===== config.mk =====
export PLATFORM = sky130hd
export DESIGN_NAME = dma_chan_datapath
export DESIGN_NICKNAME = d
export VERILOG_FILES = /design/src/rtl/dma_chan_datapath.sv
export SDC_FILE = /design/constraint.sdc
export NUM_CORES = 1
export LEC_CHECK = 0
export BUFFER_PORTS_ARGS = -buffer_cell sky130_fd_sc_hd__buf_2
export CAP_MARGIN = 20
export CELL_PAD_IN_SITES_DETAIL_PLACEMENT = 0
export CELL_PAD_IN_SITES_GLOBAL_PLACEMENT = 1
export CORE_UTILIZATION = 43
export DETAILED_ROUTE_END_ITERATION = 8
export HOLD_SLACK_MARGIN = 0.02
export MAX_ROUTING_LAYER = met4
export PLACE_DENSITY_LB_ADDON = 0.25
export SYNTH_ARGS = -nofsm -noshare
export SYNTH_HDL_FRONTEND = slang
export SYNTH_SLANG_ARGS = --single-unit

===== constraint.sdc =====
create_clock -name CLK -period 6.15 [get_ports CLK]
set_clock_uncertainty 0.2 [all_clocks]
set_input_delay 1.23 -clock CLK [delete_from_list [all_inputs] [get_ports CLK]]
set_output_delay 1.23 -clock CLK [all_outputs]
set_load 0.02 [all_outputs]

===== src/rtl/dma_chan_datapath.sv =====
// rtl/dma_chan_datapath.sv - multi-channel DMA address/count register file and transfer sequencer
module dma_chan_datapath #(
    parameter int NUM_CH = 4,
    parameter int AW = 16,
    parameter int CW = 16,
    localparam int CHW = (NUM_CH > 1) ? $clog2(NUM_CH) : 1
) (
    input  logic              CLK,
    input  logic              RESET,
    input  logic              CS_N,
    input  logic              IOW_N,
    input  logic              IOR_N,
    input  logic [3:0]        ADDR_L,
    input  logic [7:0]        DB_IN,
    output logic [7:0]        DB_OUT,
    input  logic [CHW-1:0]    REQ_CH,
    input  logic              START,
    input  logic              EOP_IN_N,
    output logic [AW-1:0]     ADDR_OUT,
    output logic              AEN,
    output logic              ADSTB,
    output logic              TC,
    output logic              EOP_OUT_N,
    output logic              BUSY,
    input  logic [NUM_CH-1:0] AUTOINIT,
    input  logic [NUM_CH-1:0] DEC,
    output logic [NUM_CH-1:0] MASK,
    input  logic [NUM_CH-1:0] CLR_MASK,
    input  logic              CLR_FF
);

    typedef enum logic [2:0] {SI, S1, S2, S3, S4} state_t;

    localparam logic [1:0]     A_LAST  = 2'(AW / 8 - 1);
    localparam logic [1:0]     C_LAST  = 2'(CW / 8 - 1);
    localparam logic [3:0]     NCH     = 4'(NUM_CH);
    localparam logic [CHW:0]   NCH_REQ = (CHW + 1)'(NUM_CH);
    localparam logic [AW-1:0]  HI_MASK = ~AW'(255);

    state_t              state_q, state_d;
    logic [CHW-1:0]      ch_q;
    logic                first_q;
    logic                eop_q;
    logic [AW-1:0]       last_a_q;
    logic                rd_q;
    logic [1:0]          ptr_q, ptr_d;
    logic [NUM_CH-1:0]   mask_q, mask_d;

    logic [AW-1:0]       base_addr_q [NUM_CH];
    logic [AW-1:0]       cur_addr_q  [NUM_CH];
    logic [CW-1:0]       base_cnt_q  [NUM_CH];
    logic [CW-1:0]       cur_cnt_q   [NUM_CH];

    logic [2:0]          reg_ch;
    logic                reg_sel;
    logic [CHW-1:0]      reg_idx;
    logic                ch_ok;
    logic                wr_go;
    logic                rd_now;
    logic                rd_rise;
    logic [1:0]          ptr_eff;
    logic [1:0]          ptr_last;
    logic [31:0]         rd_word;
    logic [AW-1:0]       cur_a;
    logic [CW-1:0]       cur_c;
    logic                term;
    logic                start_ok;

    assign reg_ch  = ADDR_L[3:1];
    assign reg_sel = ADDR_L[0];
    assign reg_idx = reg_ch[CHW-1:0];
    assign ch_ok   = {1'b0, reg_ch} < NCH;
    assign cur_a   = cur_addr_q[ch_q];
    assign cur_c   = cur_cnt_q[ch_q];

    // Byte pointer: CLR_FF acts first so a coincident access lands on byte 0.
    always_comb begin
        wr_go    = !CS_N && !IOW_N && (state_q == SI);
        rd_now   = !CS_N && !IOR_N;
        rd_rise  = rd_q && !rd_now;
        ptr_eff  = CLR_FF ? 2'd0 : ptr_q;
        ptr_last = reg_sel ? C_LAST : A_LAST;
        ptr_d    = ptr_eff;
        if (wr_go || rd_rise) begin
            ptr_d = (ptr_eff >= ptr_last) ? 2'd0 : ptr_eff + 2'd1;
        end
        rd_word = reg_sel ? 32'(cur_cnt_q[reg_idx]) : 32'(cur_addr_q[reg_idx]);
        DB_OUT  = (rd_now && ch_ok) ? rd_word[8*ptr_eff +: 8] : 8'h00;
    end

    always_comb begin
        state_d   = state_q;
        AEN       = 1'b0;
        ADSTB     = 1'b0;
        TC        = 1'b0;
        BUSY      = (state_q != SI);
        ADDR_OUT  = '0;
        start_ok  = START && ({1'b0, REQ_CH} < NCH_REQ) && !mask_q[REQ_CH];
        term      = 1'b0;
        mask_d    = mask_q & ~CLR_MASK;
        case (state_q)
            SI: if (start_ok) state_d = S1;
            S1: begin
                AEN      = 1'b1;
                ADDR_OUT = cur_a;
                ADSTB    = first_q || (((cur_a ^ last_a_q) & HI_MASK) != '0);
                state_d  = S2;
            end
            S2: begin
                AEN      = 1'b1;
                ADDR_OUT = cur_a;
                state_d  = S3;
            end
            S3: begin
                AEN      = 1'b1;
                ADDR_OUT = cur_a;
                state_d  = S4;
            end
            S4: begin
                TC   = (cur_c == '0);
                term = TC || eop_q;
                if (term && !AUTOINIT[ch_q]) mask_d[ch_q] = 1'b1;
                state_d = term ? SI : S1;
            end
            default: state_d = SI;
        endcase
        EOP_OUT_N = !TC;
        MASK      = mask_q;
    end

    always_ff @(posedge CLK) begin
        if (RESET) begin
            state_q  <= SI;
            ch_q     <= '0;
            first_q  <= 1'b0;
            eop_q    <= 1'b0;
            last_a_q <= '0;
            rd_q     <= 1'b0;
            ptr_q    <= 2'd0;
            mask_q   <= '1;
            for (int i = 0; i < NUM_CH; i++) begin
                base_addr_q[i] <= '0;
                cur_addr_q[i]  <= '0;
                base_cnt_q[i]  <= '0;
                cur_cnt_q[i]   <= '0;
            end
        end else begin
            state_q <= state_d;
            rd_q    <= rd_now;
            ptr_q   <= ptr_d;
            mask_q  <= mask_d;

            if (wr_go && ch_ok) begin
                if (reg_sel) begin
                    for (int b = 0; b < CW / 8; b++) begin
                        if (ptr_eff == 2'(b)) begin
                            base_cnt_q[reg_idx][8*b +: 8] <= DB_IN;
                            cur_cnt_q[reg_idx][8*b +: 8]  <= DB_IN;
                        end
                    end
                end else begin
                    for (int b = 0; b < AW / 8; b++) begin
                        if (ptr_eff == 2'(b)) begin
                            base_addr_q[reg_idx][8*b +: 8] <= DB_IN;
                            cur_addr_q[reg_idx][8*b +: 8]  <= DB_IN;
                        end
                    end
                end
            end

            if (state_q == SI && start_ok) begin
                ch_q    <= REQ_CH;
                first_q <= 1'b1;
                eop_q   <= 1'b0;
            end
            if (state_q == S1 && ADSTB) begin
                last_a_q <= cur_a;
                first_q  <= 1'b0;
            end
            if ((state_q == S1 || state_q == S2 || state_q == S3) && !EOP_IN_N) begin
                eop_q <= 1'b1;
            end

            // Autoinit reload takes precedence over the normal step.
            if (state_q == S4) begin
                if (term && AUTOINIT[ch_q]) begin
                    cur_addr_q[ch_q] <= base_addr_q[ch_q];
                    cur_cnt_q[ch_q]  <= base_cnt_q[ch_q];
                end else begin
                    cur_addr_q[ch_q] <= DEC[ch_q] ? cur_a - AW'(1) : cur_a + AW'(1);
                    cur_cnt_q[ch_q]  <= cur_c - CW'(1);
                end
            end
        end
    end

endmodule


## Yosys cells after proc, flatten, opt, wreduce, memory -nomap -nowiden

Memory sizes are Yosys's and may differ from the RTL's. A register that Yosys moved wholly into a read port is not among the register bits.
Cells that the tools add are included.

- Multiply operators: 0
- Divide/modulo/power cells: 0
- Bitwise gates (word level): 6
- Shift-type cells: 1
- Equal/unequal tests: 6
- Reductions and logical operators: 40
- Multiplexer cells: 82
- Add/subtract/negate cells: 4
- Magnitude comparators: 5

Operators by type and width:

| cell | number |
|---|---|
| two-way mux 16 bit | 11 |
| OR reduction 16 bit | 6 |
| two-way mux 2 bit | 23 |
| two-way mux 1 bit | 39 |
| indexed part select 32 x 6 -> 8 bit | 1 |
| subtractor 16 x 1 -> 16 bit (second input constant) | 2 |
| adder 16 x 1 -> 16 bit (second input constant) | 1 |
| zero test 16 bit | 1 |
| nonzero test 16 bit | 1 |
| bitwise XOR 16 bit | 1 |
| one-hot mux 3 bit (5 select lines) | 1 |
| logical AND 1 bit | 13 |
| zero test 1 bit | 8 |
| two-way mux 4 bit | 2 |
| two-way mux 8 bit | 1 |
| binary-select mux 1 bit (select 2 bit) | 3 |
| equality test 3 x 2 -> 1 bit (second input constant) | 2 |
| < comparator 2 x 3 -> 1 bit (second input constant) | 2 |
| logical OR 1 bit | 5 |
| AND 4 bit | 1 |
| >= comparator 2 x 1 -> 1 bit (second input constant) | 2 |
| inverter 4 bit | 1 |
| bitwise OR 4 bit | 1 |
| equality test 3 x 1 -> 1 bit (second input constant) | 1 |
| other kinds (14) | 15 |

- Bits in writable memories: 256
- Input port bits: 34
- Bits in read-only memories: 0
- Register bits after elaboration: 30
- Memories kept: 4
- Latch bits: 0
- Word-level logic and storage cells: 156

Memories:

| name | depth | bits a word | read ports | clocked after memory_dff | wr ports | line | source |
|---|---|---|---|---|---|---|---|
| base_addr_q | 4 | 16 | 1 | 1 | 4 | 49 | `logic [AW-1:0] base_addr_q [NUM_CH];` |
| base_cnt_q | 4 | 16 | 1 | 1 | 4 | 51 | `logic [CW-1:0] base_cnt_q [NUM_CH];` |
| cur_addr_q | 4 | 16 | 2 | 1 | 4 | 50 | `logic [AW-1:0] cur_addr_q [NUM_CH];` |
| cur_cnt_q | 4 | 16 | 2 | 1 | 4 | 52 | `logic [CW-1:0] cur_cnt_q [NUM_CH];` |

## Depth between registers and ports, before layout

- Depth in word-level cells: 11
- Mapped depth: 15
- Mapped depth without buffers: 10

## Least setup slack after synthesis

OpenSTA, ideal clock, no wires.

- Kind: flip-flop to flip-flop
- From: register (tool-made name)
- To: memory cur_addr_q[1][11] (data pin)
- Arrival time: 4.362 ns
- Path buffers: 5
- Cell stages (with the launch flop): 14
- Data required time: 5.674 ns
- Setup time: 0.276 ns
- Setup slack: 1.312 ns
- Period minus slack after synthesis: 4.838 ns
- Cell sequence: dfxtp_1 buf_6 buf_4 buf_4 buf_2 buf_1 mux4_2 ha_1 a21o_1 or3_1 a221oi_1 xnor2_1 a221oi_1 nor2_1

RTL lines:

| item | line |
|---|---|
| end: declaration | 50 |

==> flow_summary.json <==
{
  "final_cells": 1724,
  "drv_cap": 0,
  "core.rowCount": 67,
  "numPlacedInstances": 1665,
  "pwr-share-comb_pct": 13.4,
  "max_stage_delay_ps": 690,
  "r2r_cells": 8,
  "synthCells": 1192,
  "synthArstFlopShare_pct": 0,
  "drtIter0Drc": 1102,
  "routabilityCongestion": 0.8756,
  "vias": 10290,
  "crit_type": "flop to output pin",
  "synth_warnings": 0,
  "synth_top_area_share_pct": 51.74,
  "dieArea_um2": 35300,
  "insertion_delay_ps": 580,
  "grt_max_degree": 43,
  "ant_nets": 0,
  "grt_pass1_wl_um": 64210,
  "rsz0062_at_grt": "no",
  "power.internal_w": 0.003487,
  "netlist_area_um2": 14860,
  "avgSynthCellArea_um2": 12.46,
  "dieWidth_um": 187.9,
  "drv_slew": 0,
  "setup_ws_ps": 799.6,
  "ff2ff_setup_slack_ps": 1430,
  "whs_path_depth": 2,
  "synth_flop_cell": "edfxtp_1",
  "yosysTopAreaCell": "edfxtp_1",
  "grtUsageTotal_pct": 25.35,
  "cts_resized": 0,
  "vias_per_cell": 5.967,
  "power_leakage_nw": 6.148,
  "power_density_nw_per_um2": 281.0,
  "finalPower_w": 0.004689,
  "drtPass1Iterations": 5,
  "core-area_um2": 33780,
  "dp_hpwl_um": 30630,
  "synthTopCellsByArea": "edfxtp_1 52%, mux4_2 16%, nor2_1 6.0%, dfxtp_1 3.2%, nand2_1 2.1%",
  "crit_required_ps": 4720,
  "pre_cts_slack_ps": 1272,
  "cts_max_level": 1,
  "area_delta_synth_final_pct": 12.30,
  "seqPwrFrac_pct": 46.8,
  "start_kind": "flop",
  "synth_edf_count": 256,
  "clock_power_share_pct": 39.9,
  "clock-sinks": 280,
  "path_delay_family": "simple AND/OR/NAND/NOR gates",
  "crit_slowest_cell": "or4_1",
  "avgRoutedWirePerCell_um": 24.85,
  "final-hold-violation-count": 0,
  "sw_frac_of_total_pct": 25.64,
  "crit_buf_inv": 3,
  "ctsRootBufferMaster": "clkbuf_16",
  "gr-total-overflow": 0,
  "path_cells": "buf_4, mux4_2, or3_1, or4_1, nor2_4, nand3_1, inv_1, buf_2",
  "start_util_pct": 43.98,
  "portBuffers": 66,
  "irDropWorstVdd_v": 0.0002215,
  "cts.path.max_buffers": 3,
  "setup_violations": 0,
  "timing.hold.ws_ps": 303.0,
  "period_share_pct": 87.00,
  "numCtsBuffers": 31,
  "synth_nets": 1245,
  "status": "finished, final reports clean",
  "fmax_mhz": 186.9,
  "diodes": 0,
  "drt-total-wl_um": 42850,
  "grt_pass1_vias": 10210,
  "antenna_found_initial": 0,
  "ys_seq_area_share_pct": 54.98,
  "cts_tree": "yes",
  "yosysMostFrequentCell": "edfxtp_1",
  "drive_above_1_share_pct": 20.69,
  "min_path_type": "flop to flop",
  "worst_pin_slew_ps": 1125,
  "slew-limit-headroom_pct": 24.75,
  "reg2reg_to": "cur_addr_q[2][3]",
  "min_from": "first_q",
  "nets": 1304,
  "end_kind": "output pin",
  "arrival_ps": 3920,
  "path_clk_slew_ps": 60,
  "drcViolationCount": 0,
  "min_period_ps": 5350,
  "cts_hold_buf": 0,
  "cts_setup_buffers": 0,
  "critPathMaxFanout": 23,
  "setup_tns_ps": 0,
  "yosysUniqueCellTypes": 59,
  "floorplan.die.height_um": 187.9,
  "io-pin-count": 67,
  "synth_commonest_cells": "256 x edfxtp_1, 237 x nor2_1, 106 x mux4_2",
  "p_sw_w": 0.001202,
  "ys_seq_elements": 280,
  "min_to": "first_q"
}
per-stage QoR:
step | area, µm² | util, %
after floorplan | 14860 | -
after global placement | 15650 | 46.33
after detailed placement | 15660 | 46.35
after CTS | 16680 | 49.36
after global routing | 16680 | 49.39
final | 16680 | 49.39
cell usage in the layout, fill, tap and decap left out, types with 9 or more instances in the layout:
| cell type | n |
|---|---|
| o21ai_0 | 30 |
| edfxtp_1 | 256 |
| inv_1 | 62 |
| nor2_1 | 237 |
| ha_1 | 18 |
| dfxtp_1 | 22 |
| o22ai_1 | 9 |
| clkbuf_16 | 31 |
| clkinv_2 | 9 |
| xor2_1 | 9 |
| and2_1 | 18 |
| nor2b_1 | 11 |
| buf_4 | 18 |
| or3_1 | 9 |
| buf_2 | 66 |
| a21oi_1 | 38 |
| nand2_1 | 84 |
| nor3_1 | 18 |
| mux2i_1 | 17 |
| a31oi_1 | 12 |
| xnor2_1 | 24 |
| nand3_1 | 18 |
| nand2b_1 | 32 |
| mux4_2 | 106 |
cell families (layout without fill, tap and decap cells):
kind of cell / count (synthesis) / after routing / share of synthesized area (%)
adder cells (fa/ha/maj): 19 / 19 / 1.651
AND/OR/NAND/NOR: 467 / 467 / 14.27
buffers and inverters: 120 / 204 / 3.183
flip-flops: 280 / 280 / 54.98
XOR/XNOR: 33 / 33 / 1.945
AO/OA/AOI/OAI: 146 / 146 / 6.459
multiplexers: 127 / 127 / 17.52
power groups by stage:
| stage | logic (W) | registers [W] | clock network, W |
|---|---|---|---|
| final | 0.000626 | 0.00219 | 0.00187 |
| after detailed placement | 0.000620 | 0.00223 | 0 |
| after floorplan | 0.000447 | 0.00221 | 0 |
| after global routing | 0.000674 | 0.00220 | 0.00195 |
| after global placement | 0.000619 | 0.00223 | 0 |
| after CTS | 0.000624 | 0.00219 | 0.00189 |
metal layers:
layer  track usage [%]  up-vias  wire (µm)
li1                  -     4551          -
met1             35.51     5187      18260
met2             38.93      494      20090
met3             3.668       55       3633
met4             6.410        0        875
met5                 -        -          0
worst max path at each step:
stage                     slack, ps  cells after the start           endpoint
after global routing            640                      8                 TC
after floorplan                1310                     13  cur_addr_q[1][11]
after detailed placement       1270                      9  cur_addr_q[0][11]
final                           800                      8                 TC
after CTS                       770                      8                 TC
after global placement         1380                      6          DB_OUT[3]
state kept, by name, indices dropped and copies added (netlist names), named ones only:
name and cells:
MASK 4, base_addr_q 64, base_cnt_q 64, ch_q 2, cur_addr_q 64, cur_cnt_q 64
eop_q 1, first_q 1, last_a_q 8, ptr_q 2, rd_q 1, state_q 3
cell type report:
| class | count | area [µm²] |
|---|---|---|
| inverters | 62 | 232.7 |
| repair buffers | 84 | 465.4 |
| clock buffers | 33 | 783.3 |
| fillers | 2962 | 17100 |
| flip-flops and latches | 280 | 8173 |
| clock inverters | 25 | 235.2 |
| well taps | 448 | 560.5 |
| multi-input cells | 792 | 6235 |
worst min-delay path: stages, from the launching register on:
cell	delay, ps
dfxtp_1	310
nor2_1	100
nor3_1	50
Power figures use the tool's default switching activity.
